==> config.mk <==
export PLATFORM = sky130hd
export DESIGN_NAME = wordlit_op_stream
export DESIGN_NICKNAME = d
export VERILOG_FILES = /design/src/rtl/wordlit_op_stream.sv
export SDC_FILE = /design/constraint.sdc
export NUM_CORES = 1
export LEC_CHECK = 0
export CORE_MARGIN = 5
export CORE_UTILIZATION = 30
export CTS_BUF_LIST = sky130_fd_sc_hd__clkbuf_4 sky130_fd_sc_hd__clkbuf_8
export DETAILED_ROUTE_END_ITERATION = 8
export DONT_BUFFER_PORTS = 1
export GPL_TIMING_DRIVEN = 0
export SYNTH_ARGS = -nofsm -noshare
export SYNTH_HDL_FRONTEND = slang
export SYNTH_SLANG_ARGS = --single-unit
==> constraint.sdc <==
create_clock -name clk -period 4.07 [get_ports clk]
set_input_delay 0.407 -clock clk [delete_from_list [all_inputs] [get_ports clk]]
set_output_delay 0.407 -clock clk [all_outputs]
set_load 0.03 [all_outputs]
==> src/rtl/wordlit_op_stream.sv <==
// ---------------------------------------------------------------------------
// wordlit_op_stream
//   Applies one of four literal/accumulate operations to a zero-extended
//   input word and holds the result in a single output register with
//   valid/ready flow control. A sticky overflow flag records any carry or
//   borrow, and an 8-bit counter tallies accepted transactions.
//
// Parameters
//   IN_W     input data width (must not exceed OUT_W)
//   OUT_W    output/accumulator width (at most 64)
//   LIT      literal operand, truncated to OUT_W bits
//   RST_VAL  out_data value after reset, truncated to OUT_W bits
//
// Ports
//   clk        in   1      rising-edge clock
//   rst        in   1      synchronous reset, active-low
//   in_valid   in   1      in_data/in_op valid
//   in_ready   out  1      block accepts in_data this cycle
//   in_data    in   IN_W   operand word
//   in_op      in   2      0=XOR LIT, 1=ADD LIT, 2=SUB LIT, 3=ACC (acc += in)
//   out_valid  out  1      out_data holds an unconsumed result
//   out_ready  in   1      consumer takes out_data this cycle
//   out_data   out  OUT_W  result word
//   ovf        out  1      sticky carry/borrow flag
//   count      out  8      accepted-transaction counter, wraps 255->0
// ---------------------------------------------------------------------------
module wordlit_op_stream #(
  parameter int unsigned IN_W    = 8,
  parameter int unsigned OUT_W   = 16,
  parameter logic [63:0] LIT     = 64'd1,
  parameter logic [63:0] RST_VAL = 64'hfffe
) (
  input  logic             clk,
  input  logic             rst,
  input  logic             in_valid,
  output logic             in_ready,
  input  logic [IN_W-1:0]  in_data,
  input  logic [1:0]       in_op,
  output logic             out_valid,
  input  logic             out_ready,
  output logic [OUT_W-1:0] out_data,
  output logic             ovf,
  output logic [7:0]       count
);

  // Widths are checked at elaboration so a bad instance never builds.
  if (IN_W > OUT_W) begin : g_bad_in_w
    $error("wordlit_op_stream: IN_W must not exceed OUT_W");
  end
  if (OUT_W > 64) begin : g_bad_out_w
    $error("wordlit_op_stream: OUT_W must not exceed 64");
  end

  typedef enum logic [1:0] {
    OP_XOR = 2'd0,
    OP_ADD = 2'd1,
    OP_SUB = 2'd2,
    OP_ACC = 2'd3
  } op_e;

  localparam logic [OUT_W-1:0] L_VAL = LIT[OUT_W-1:0];
  localparam logic [OUT_W-1:0] R_VAL = RST_VAL[OUT_W-1:0];

  logic             out_valid_q, out_valid_d;
  logic [OUT_W-1:0] out_data_q,  out_data_d;
  logic [OUT_W-1:0] acc_q,       acc_d;
  logic             ovf_q,       ovf_d;
  logic [7:0]       count_q,     count_d;

  logic             accept;
  logic             drain;
  logic [OUT_W-1:0] a_val;
  logic [OUT_W:0]   add_ext;
  logic [OUT_W:0]   acc_ext;
  logic [OUT_W-1:0] sub_res;
  logic             borrow;

  // Single-entry output stage: room exists when empty or being drained.
  assign in_ready  = !out_valid_q || out_ready;
  assign accept    = in_valid && in_ready;
  assign drain     = out_valid_q && out_ready;

  // Operand and the three arithmetic paths; the extra top bit of the
  // extended sums is the carry out of bit OUT_W-1.
  assign a_val   = OUT_W'(in_data);
  assign add_ext = {1'b0, a_val} + {1'b0, L_VAL};
  assign acc_ext = {1'b0, acc_q} + {1'b0, a_val};
  assign sub_res = a_val - L_VAL;
  assign borrow  = (a_val < L_VAL);

  // Next-state: an accept loads a new result (and wins over a concurrent
  // drain, since the slot is refilled); a lone drain only clears valid so
  // out_data keeps its last value.
  always_comb begin
    out_valid_d = out_valid_q;
    out_data_d  = out_data_q;
    acc_d       = acc_q;
    ovf_d       = ovf_q;
    count_d     = count_q;

    if (accept) begin
      out_valid_d = 1'b1;
      count_d     = count_q + 8'd1;
      case (op_e'(in_op))
        OP_XOR: begin
          out_data_d = a_val ^ L_VAL;
        end
        OP_ADD: begin
          out_data_d = add_ext[OUT_W-1:0];
          ovf_d      = ovf_q | add_ext[OUT_W];
        end
        OP_SUB: begin
          out_data_d = sub_res;
          ovf_d      = ovf_q | borrow;
        end
        OP_ACC: begin
          out_data_d = acc_ext[OUT_W-1:0];
          acc_d      = acc_ext[OUT_W-1:0];
          ovf_d      = ovf_q | acc_ext[OUT_W];
        end
        default: begin
          out_data_d = out_data_q;
        end
      endcase
    end else if (drain) begin
      out_valid_d = 1'b0;
    end
  end

  // State register; reset discards any in-flight result.
  always_ff @(posedge clk) begin
    if (!rst) begin
      out_valid_q <= 1'b0;
      out_data_q  <= R_VAL;
      acc_q       <= '0;
      ovf_q       <= 1'b0;
      count_q     <= 8'd0;
    end else begin
      out_valid_q <= out_valid_d;
      out_data_q  <= out_data_d;
      acc_q       <= acc_d;
      ovf_q       <= ovf_d;
      count_q     <= count_d;
    end
  end

  assign out_valid = out_valid_q;
  assign out_data  = out_data_q;
  assign ovf       = ovf_q;
  assign count     = count_q;

endmodule

==> impl_metrics.py, run 1 <==
metrics = {
    "power_and_ir_drop": {
        "irDropWorstVdd_mv": 0.121,
        "total_power_uw": 901,
        "switching_share": 0.332,
        "p_leak_uw": 0.000995,
        "p_seq_frac": 0.527,
        "combPwrFrac": 0.155,
        "p_per_area_mw_per_mm2": 319,
        "intPower_uw": 602,
        "clockPowerShare": 0.318,
        "p_switching_uw": 299,
    },
    "clock_tree": {
        "ctsHoldBuffers": 0,
        "cts_max_level": 2,
        "clock-sinks": 42,
        "clockBufferDepth": 2,
        "path_clk_slew_ns": 0.09,
        "cts_tree": "yes",
        "post_cts_resized": 0,
        "cts-buffers-inserted": 5,
        "post-cts-setup-buffer-count": 0,
        "clk_latency_ns": 0.30,
        "cts_root_buf": "clkbuf_8",
    },
    "drt": {
        "remaining_drc_errors": 0,
        "wl_per_cell_um": 17.1,
        "drt_wl_total_um": 7470,
        "drt_iter0_markers": 148,
        "vias_per_cell": 5.54,
        "detail-route-antenna-nets": 0,
        "dr.pass1.iters": 4,
        "vias": 2420,
    },
    "timing": {
        "min_period_over_period": 0.583,
        "finalCriticalPeriod_ns": 2.37,
        "tightest_slew_ns": 0.639,
        "setup_violations": 0,
        "fmax_mhz": 422,
        "setup_tns_ns": 0,
        "rsz0062_at_grt": "no",
        "slew_violations": 0,
        "hold_viol_final": 0,
        "max_slew_margin": 0.574,
        "setup_ws_ns": 1.70,
        "skew_ns": 0.0109,
    },
    "setup_path": {
        "startpoint": "acc_q[0]$_SDFFE_PN0P_",
        "worstReg2RegStart": "acc_q[0]$_SDFFE_PN0P_",
        "crit_slowest_cell": "or4_1",
        "cp_data_arrival_time_ns": 2.60,
        "path_buf_inv": 1,
        "rrSetupSlack_ns": 1.70,
        "slowest_delay_ns": 0.54,
        "worstPathMaxFanout": 8,
        "cpLargestDelayFamily": "simple AND/OR/NAND/NOR gates",
        "end_kind": "flip-flop",
        "worstPathRequired_ns": 4.30,
        "start_kind": "flip-flop",
        "critPathKind": "reg -> reg",
        "crit_chain": "ha_1, inv_1, fa_1, and2b_1, o2111a_2, o31ai_4, or4_1, a211oi_2",
    },
    "floorplan": {
        "io_pins": 41,
        "start_util": 0.302,
        "std_cell_rows": 34,
        "core_mm2": 0.00859,
        "die-height_um": 103,
        "die_area_mm2": 0.0106,
        "die_w_um": 103,
    },
    "synthesis": {
        "synth_edf_count": 0,
        "ys_top_cells_by_area": "dfxtp_1 (32%), a21oi_1 (6.4%), nand2_1 (5.3%)",
        "syn_area_per_cell_um2": 8.09,
        "synthFlopType": "dfxtp_1",
        "yosysWarnings": 0,
        "synth_seq_cells": 42,
        "syn_inst": 321,
        "synth_area_leader_cell": "dfxtp_1",
        "synth_most_common_cell": "dfxtp_1",
        "synth_common_cells": "dfxtp_1 (42), nand2_1 (37), a21oi_1 (33)",
        "yosysSeqAreaShare": 0.324,
        "async_flop_share": 0,
        "synth.net_count": 347,
        "synth.top_cell.area_share": 0.324,
        "synth_area_mm2": 0.00260,
        "synth_cell_types": 59,
    },
    "layout": {
        "num-fill-cells": 915,
        "antennaDiodeCount": 0,
        "fin_util": 0.328,
        "drive_above_1_share": 0.0760,
        "area_growth_pct": 8.67,
        "fin_nets": 354,
        "multiInputGateArea_mm2": 0.00164,
        "finalInstanceArea_mm2": 0.00282,
        "seqCellArea_um2": 841,
    },
    "placed_design": {
        "placement.io_buffers": 0,
        "globalplace.congestion": 0.890,
        "dp_hpwl_um": 5510,
        "placed_area_mm2": 0.00273,
        "place_ws_ns": 1.63,
    },
    "job": {
        "maxCapViolations": 0,
    },
    "global_route": {
        "antenna_found_initial": 0,
        "grt_max_degree": 15,
        "grt_pass1_wl_um": 11700,
        "overflow": 0,
        "grt_pass1_vias": 2282,
        "track_usage": 0.142,
    },
    "run_status": {
        "outcome": "finished, final reports clean",
    },
    "worst_hold_path": {
        "hp-start": "rst",
        "min_path_type": "in -> reg",
    },
}
## final timing paths
path,to,cells after the start
setup / recovery,ovf$_SDFFE_PN0P_,8
hold / removal,out_data[8]$_SDFFE_PN1P_,1
setup reg to reg,ovf$_SDFFE_PN0P_,8
hold reg to reg,acc_q[0]$_SDFFE_PN0P_,2
## registers in the layout, summed over array words and instances (netlist names)
name / flops
acc_q: 16
out_data: 16
count: 8
out_valid: 1
ovf: 1
## worst reg2reg max path: cells and delay by family (launching register included)
kind | cells | cell delay, ns
compound gates | 3 | 0.56
simple gates | 2 | 0.78
buf+inv | 1 | 0.06
fa+ha+maj | 2 | 0.58
flops | 1 | 0.34
## cells in the final DEF, fill, tap and decap left out, types with 6 or more instances in the layout
cell and instances:
dfxtp_1 42, nand2_1 37, a21oi_1 33, nor2_1 21
o21ai_0 14, clkbuf_1 12, nand4_1 12, xor2_1 11
o211ai_1 11, ha_1 11, o31ai_1 10, inv_1 9
or4_1 8, or3_1 7, nor3_1 7, nand3_1 6
## cells by family after synthesis
kind of cell	count (synthesis)	share of synthesized area
DFF	42	0.324
and+or+nand+nor	125	0.259
adders and majority gates	12	0.0607
AOI/OAI and AO/OA	98	0.253
muxes	1	0.00386
xor gates and xnor gates	16	0.0540
buffers and inverters	27	0.0448
## metrics by stage
step / hold WS (ns) / cells
finish: 0.185 / 437
global route: 0.175 / 437
CTS: 0.178 / 437
detailed placement: 0.451 / 429
global placement: 0.446 / 429
floorplan: 0.436 / 321
## metal layers
metal	GRT usage	vias to the layer above	wire length [um]
li1	-	1211	-
met3	0.0345	6	486
met5	0	-	0
met1	0.178	1141	3300
met2	0.241	62	3590
met4	0.0428	0	82
## area by class of cell
| cell class | instances | share of cell area |
|---|---|---|
| plain buffers | 18 | 0.0293 |
| clock buffers | 5 | 0.0244 |
| clock inverters | 3 | 0.00754 |
| inverters | 9 | 0.0120 |
| multi-input cells | 252 | 0.581 |
| flip-flops and latches | 42 | 0.298 |
| well taps | 108 | 0.0479 |
## power by group through the flow
stage	clock [uW]	combinational, uW	sequential [uW]
floorplan	0	108	480
global placement	0	138	485
finish	286	140	475
detailed placement	0	139	486
global route	309	158	478
CTS	292	139	476
No activity file was read; power rests on OpenSTA's default activity.
==> run 2: changes to the inputs <==
==> constraint.sdc (replaced) <==
create_clock -name clk -period 2.3 [get_ports clk]
set_input_delay 0.23 -clock clk [delete_from_list [all_inputs] [get_ports clk]]
set_output_delay 0.23 -clock clk [all_outputs]
set_load 0.03 [all_outputs]
==> run 2 against run 1 <==
Non-clock buffer count grew 2; clock power grew 76%; maximum frequency grew 6.1%; final cell count grew 0.46%; largest power group unchanged; total power grew 77%; largest cell class unchanged; routed wire length shrank 0.42%; cell area grew 1.6%; utilization grew 0.51 points; hold slack lost 0.17 ns; critical path type unchanged; setup slack lost 1.6 ns; highest routed layer unchanged; via count grew 0.50%; count of clock-buffer cells in the layout is the same.
==> impl_metrics.py, run 2 (same netlist as run 1, synthesis figures left out) <==
metrics = {
    "timing": {
        "max_slew_margin": 0.579,
        "finalCriticalPeriod_ns": 2.24,
        "skew_ns": 0.0115,
        "fmax_mhz": 447,
        "hold_viol_final": 0,
        "setup_violations": 0,
        "rsz0062_at_grt": "no",
        "min_period_over_period": 0.972,
        "setup_ws_ns": 0.0641,
        "setup_tns_ns": 0,
        "slew_violations": 0,
        "tightest_slew_ns": 0.632,
    },
    "setup_path": {
        "rr_endpoint": "acc_q[10]$_SDFFE_PN0P_",
        "worstPathMaxFanout": 8,
        "worstPathRequired_ns": 2.53,
        "path_buf_inv": 1,
        "worstReg2RegStart": "acc_q[0]$_SDFFE_PN0P_",
        "slowest_delay_ns": 0.51,
        "rrSetupSlack_ns": 0.06,
        "start_kind": "flip-flop",
        "critPathKind": "reg -> reg",
        "cpLargestDelayFamily": "simple AND/OR/NAND/NOR gates",
        "crit_slowest_cell": "or4_4",
        "end_kind": "flip-flop",
        "cp_data_arrival_time_ns": 2.47,
        "reg2reg_depth": 8,
        "crit_chain": "ha_2, inv_1, fa_2, and2b_1, o2111a_2, o31ai_4, or4_4, a21oi_2",
    },
    "drt": {
        "drt_iter0_markers": 151,
        "drt_wl_total_um": 7430,
        "vias": 2432,
        "remaining_drc_errors": 0,
        "dr.pass1.iters": 4,
        "detail-route-antenna-nets": 0,
        "wl_per_cell_um": 16.9,
        "vias_per_cell": 5.54,
    },
    "layout": {
        "fin_nets": 356,
        "antennaDiodeCount": 0,
        "num-fill-cells": 907,
        "most-common-layout-cells": "dfxtp_1 (41), nand2_1 (37), a21oi_1 (31)",
        "area_growth_pct": 10.4,
        "drive_above_1_share": 0.106,
        "layout.cells.most_common": "dfxtp_1",
        "stdcell_count": 439,
    },
    "placed_design": {
        "place_ws_ns": -0.0651,
        "placed_cells": 429,
        "globalplace.congestion": 0.890,
        "placement.io_buffers": 0,
        "dp_hpwl_um": 5510,
    },
    "global_route": {
        "grt_pass1_vias": 2296,
        "overflow": 0,
        "antenna_found_initial": 0,
        "track_usage": 0.142,
        "grt_pass1_wl_um": 11700,
        "grt_max_degree": 15,
    },
    "clock_tree": {
        "clockBufferDepth": 2,
        "cts_max_level": 2,
        "clk_latency_ns": 0.30,
        "cts-buffers-inserted": 5,
        "cts_tree": "yes",
        "path_clk_slew_ns": 0.09,
        "clock-sinks": 42,
        "cts_root_buf": "clkbuf_8",
    },
    "floorplan": {
        "io_pins": 41,
        "core_mm2": 0.00859,
        "die-height_um": 103,
        "std_cell_rows": 34,
        "die_area_mm2": 0.0106,
        "die_w_um": 103,
        "start_util": 0.302,
    },
    "worst_hold_path": {
        "min_path_type": "in -> reg",
        "worstHoldEndpoint": "out_data[1]$_SDFFE_PN1P_",
        "whs_path_depth": 1,
        "hp-start": "rst",
    },
    "power_and_ir_drop": {
        "irDropWorstVdd_mv": 0.211,
        "p_leak_uw": 0.00101,
        "p_per_area_mw_per_mm2": 557,
    },
    "job": {
        "maxCapViolations": 0,
    },
    "run_status": {
        "outcome": "finished, final reports clean",
    },
}
[run 2: cell types whose count changed in the layout (fill, tap and decap cells not counted), sizes merged]
cell	previous run	this run
buf	6	7
dlygate4sd3	0	1
[run 2: worst max path at each step]
stage	from	to	cells after the start
6_report	acc_q[0]$_SDFFE_PN0P_	acc_q[10]$_SDFFE_PN0P_	8
5_1_grt	acc_q[0]$_SDFFE_PN0P_	acc_q[10]$_SDFFE_PN0P_	8
4_1_cts	acc_q[0]$_SDFFE_PN0P_	acc_q[14]$_SDFFE_PN0P_	8
3_5_place_dp	acc_q[0]$_SDFFE_PN0P_	ovf$_SDFFE_PN0P_	8
3_3_place_gp	acc_q[0]$_SDFFE_PN0P_	ovf$_SDFFE_PN0P_	8
2_1_floorplan	acc_q[0]$_SDFFE_PN0P_	ovf$_SDFFE_PN0P_	8
[run 2: area by class of cell]
| class | instances | area [um^2] | share of cell area |
|---|---|---|---|
| clock buffers | 5 | 68.8 | 0.0240 |
| inverters | 9 | 33.8 | 0.0118 |
| clock inverters | 3 | 21.3 | 0.00742 |
| well taps | 108 | 135 | 0.0472 |
| multi-input cells | 252 | 1660 | 0.580 |
| plain buffers | 18 | 83.8 | 0.0293 |
| repair buffers | 2 | 17.5 | 0.00611 |
| flip-flops and latches | 42 | 842 | 0.294 |
[run 2: what timing repair did]
item | CTS | global route
buffers inserted | 1 | 0
endpoints found under the hold margin | 0 | 1
gates cloned | 0 | 0
pin swaps | 1 | 1
hold buffers | 0 | 1
resized for setup | 5 | 5
setup endpoints to repair | 5 | 20
[run 2: stage by stage]
| stage | power, uW | cell area [um^2] | hold slack, ns | utilization |
|---|---|---|---|---|
| after floorplan | 1040 | 2600 | 0.309 | - |
| after global placement | 1100 | 2730 | 0.316 | 0.318 |
| after detailed placement | 1110 | 2730 | 0.321 | 0.318 |
| after CTS | 1610 | 2840 | 0.00102 | 0.331 |
| after global routing | 1680 | 2870 | 0.00751 | 0.333 |
| final | 1590 | 2870 | 0.0128 | 0.333 |
[run 2: worst reg2reg max path, cell delays in order (launching register included)]
cell,delay (ns)
dfxtp_2,0.33
ha_2,0.18
inv_1,0.05
fa_2,0.34
and2b_1,0.22
o2111a_2,0.26
o31ai_4,0.13
or4_4,0.51
a21oi_2,0.14
[run 2: per-layer routing]
| layer | global-route usage | up-vias | part of all wire |
|---|---|---|---|
| met5 | 0 | - | 0 |
| met4 | 0.0468 | 0 | 0.020 |
| met3 | 0.0345 | 11 | 0.064 |
| met2 | 0.241 | 64 | 0.48 |
| met1 | 0.177 | 1136 | 0.44 |
| li1 | - | 1221 | - |
[run 2: report_power, final]
part           total, uW  switching, uW  internal (uW)  leakage, uW
Sequential           841           80.6            761     0.000345
Combinational        252            158           93.7     0.000621
Clock                502            288            214    0.0000441
Total               1590            527           1070      0.00101
==> run 3: changes to the inputs <==
==> constraint.sdc (replaced) <==
create_clock -name clk -period 2.85 [get_ports clk]
set_input_delay 0.285 -clock clk [delete_from_list [all_inputs] [get_ports clk]]
set_output_delay 0.285 -clock clk [all_outputs]
set_load 0.03 [all_outputs]
==> results of run 3 <==
The final DEF is identical to that of run 1. Status: finished, final reports clean.
Main changes from that run: setup slack after placement 1.63 ns -> 0.485 ns; setup slack after layout 1.70 ns -> 0.478 ns; hold slack 0.185 ns -> 0.0631 ns; register-to-register setup slack 1.70 ns -> 0.48 ns; total power 901 uW -> 1290 uW; worst IR drop on VDD 0.121 mV -> 0.173 mV
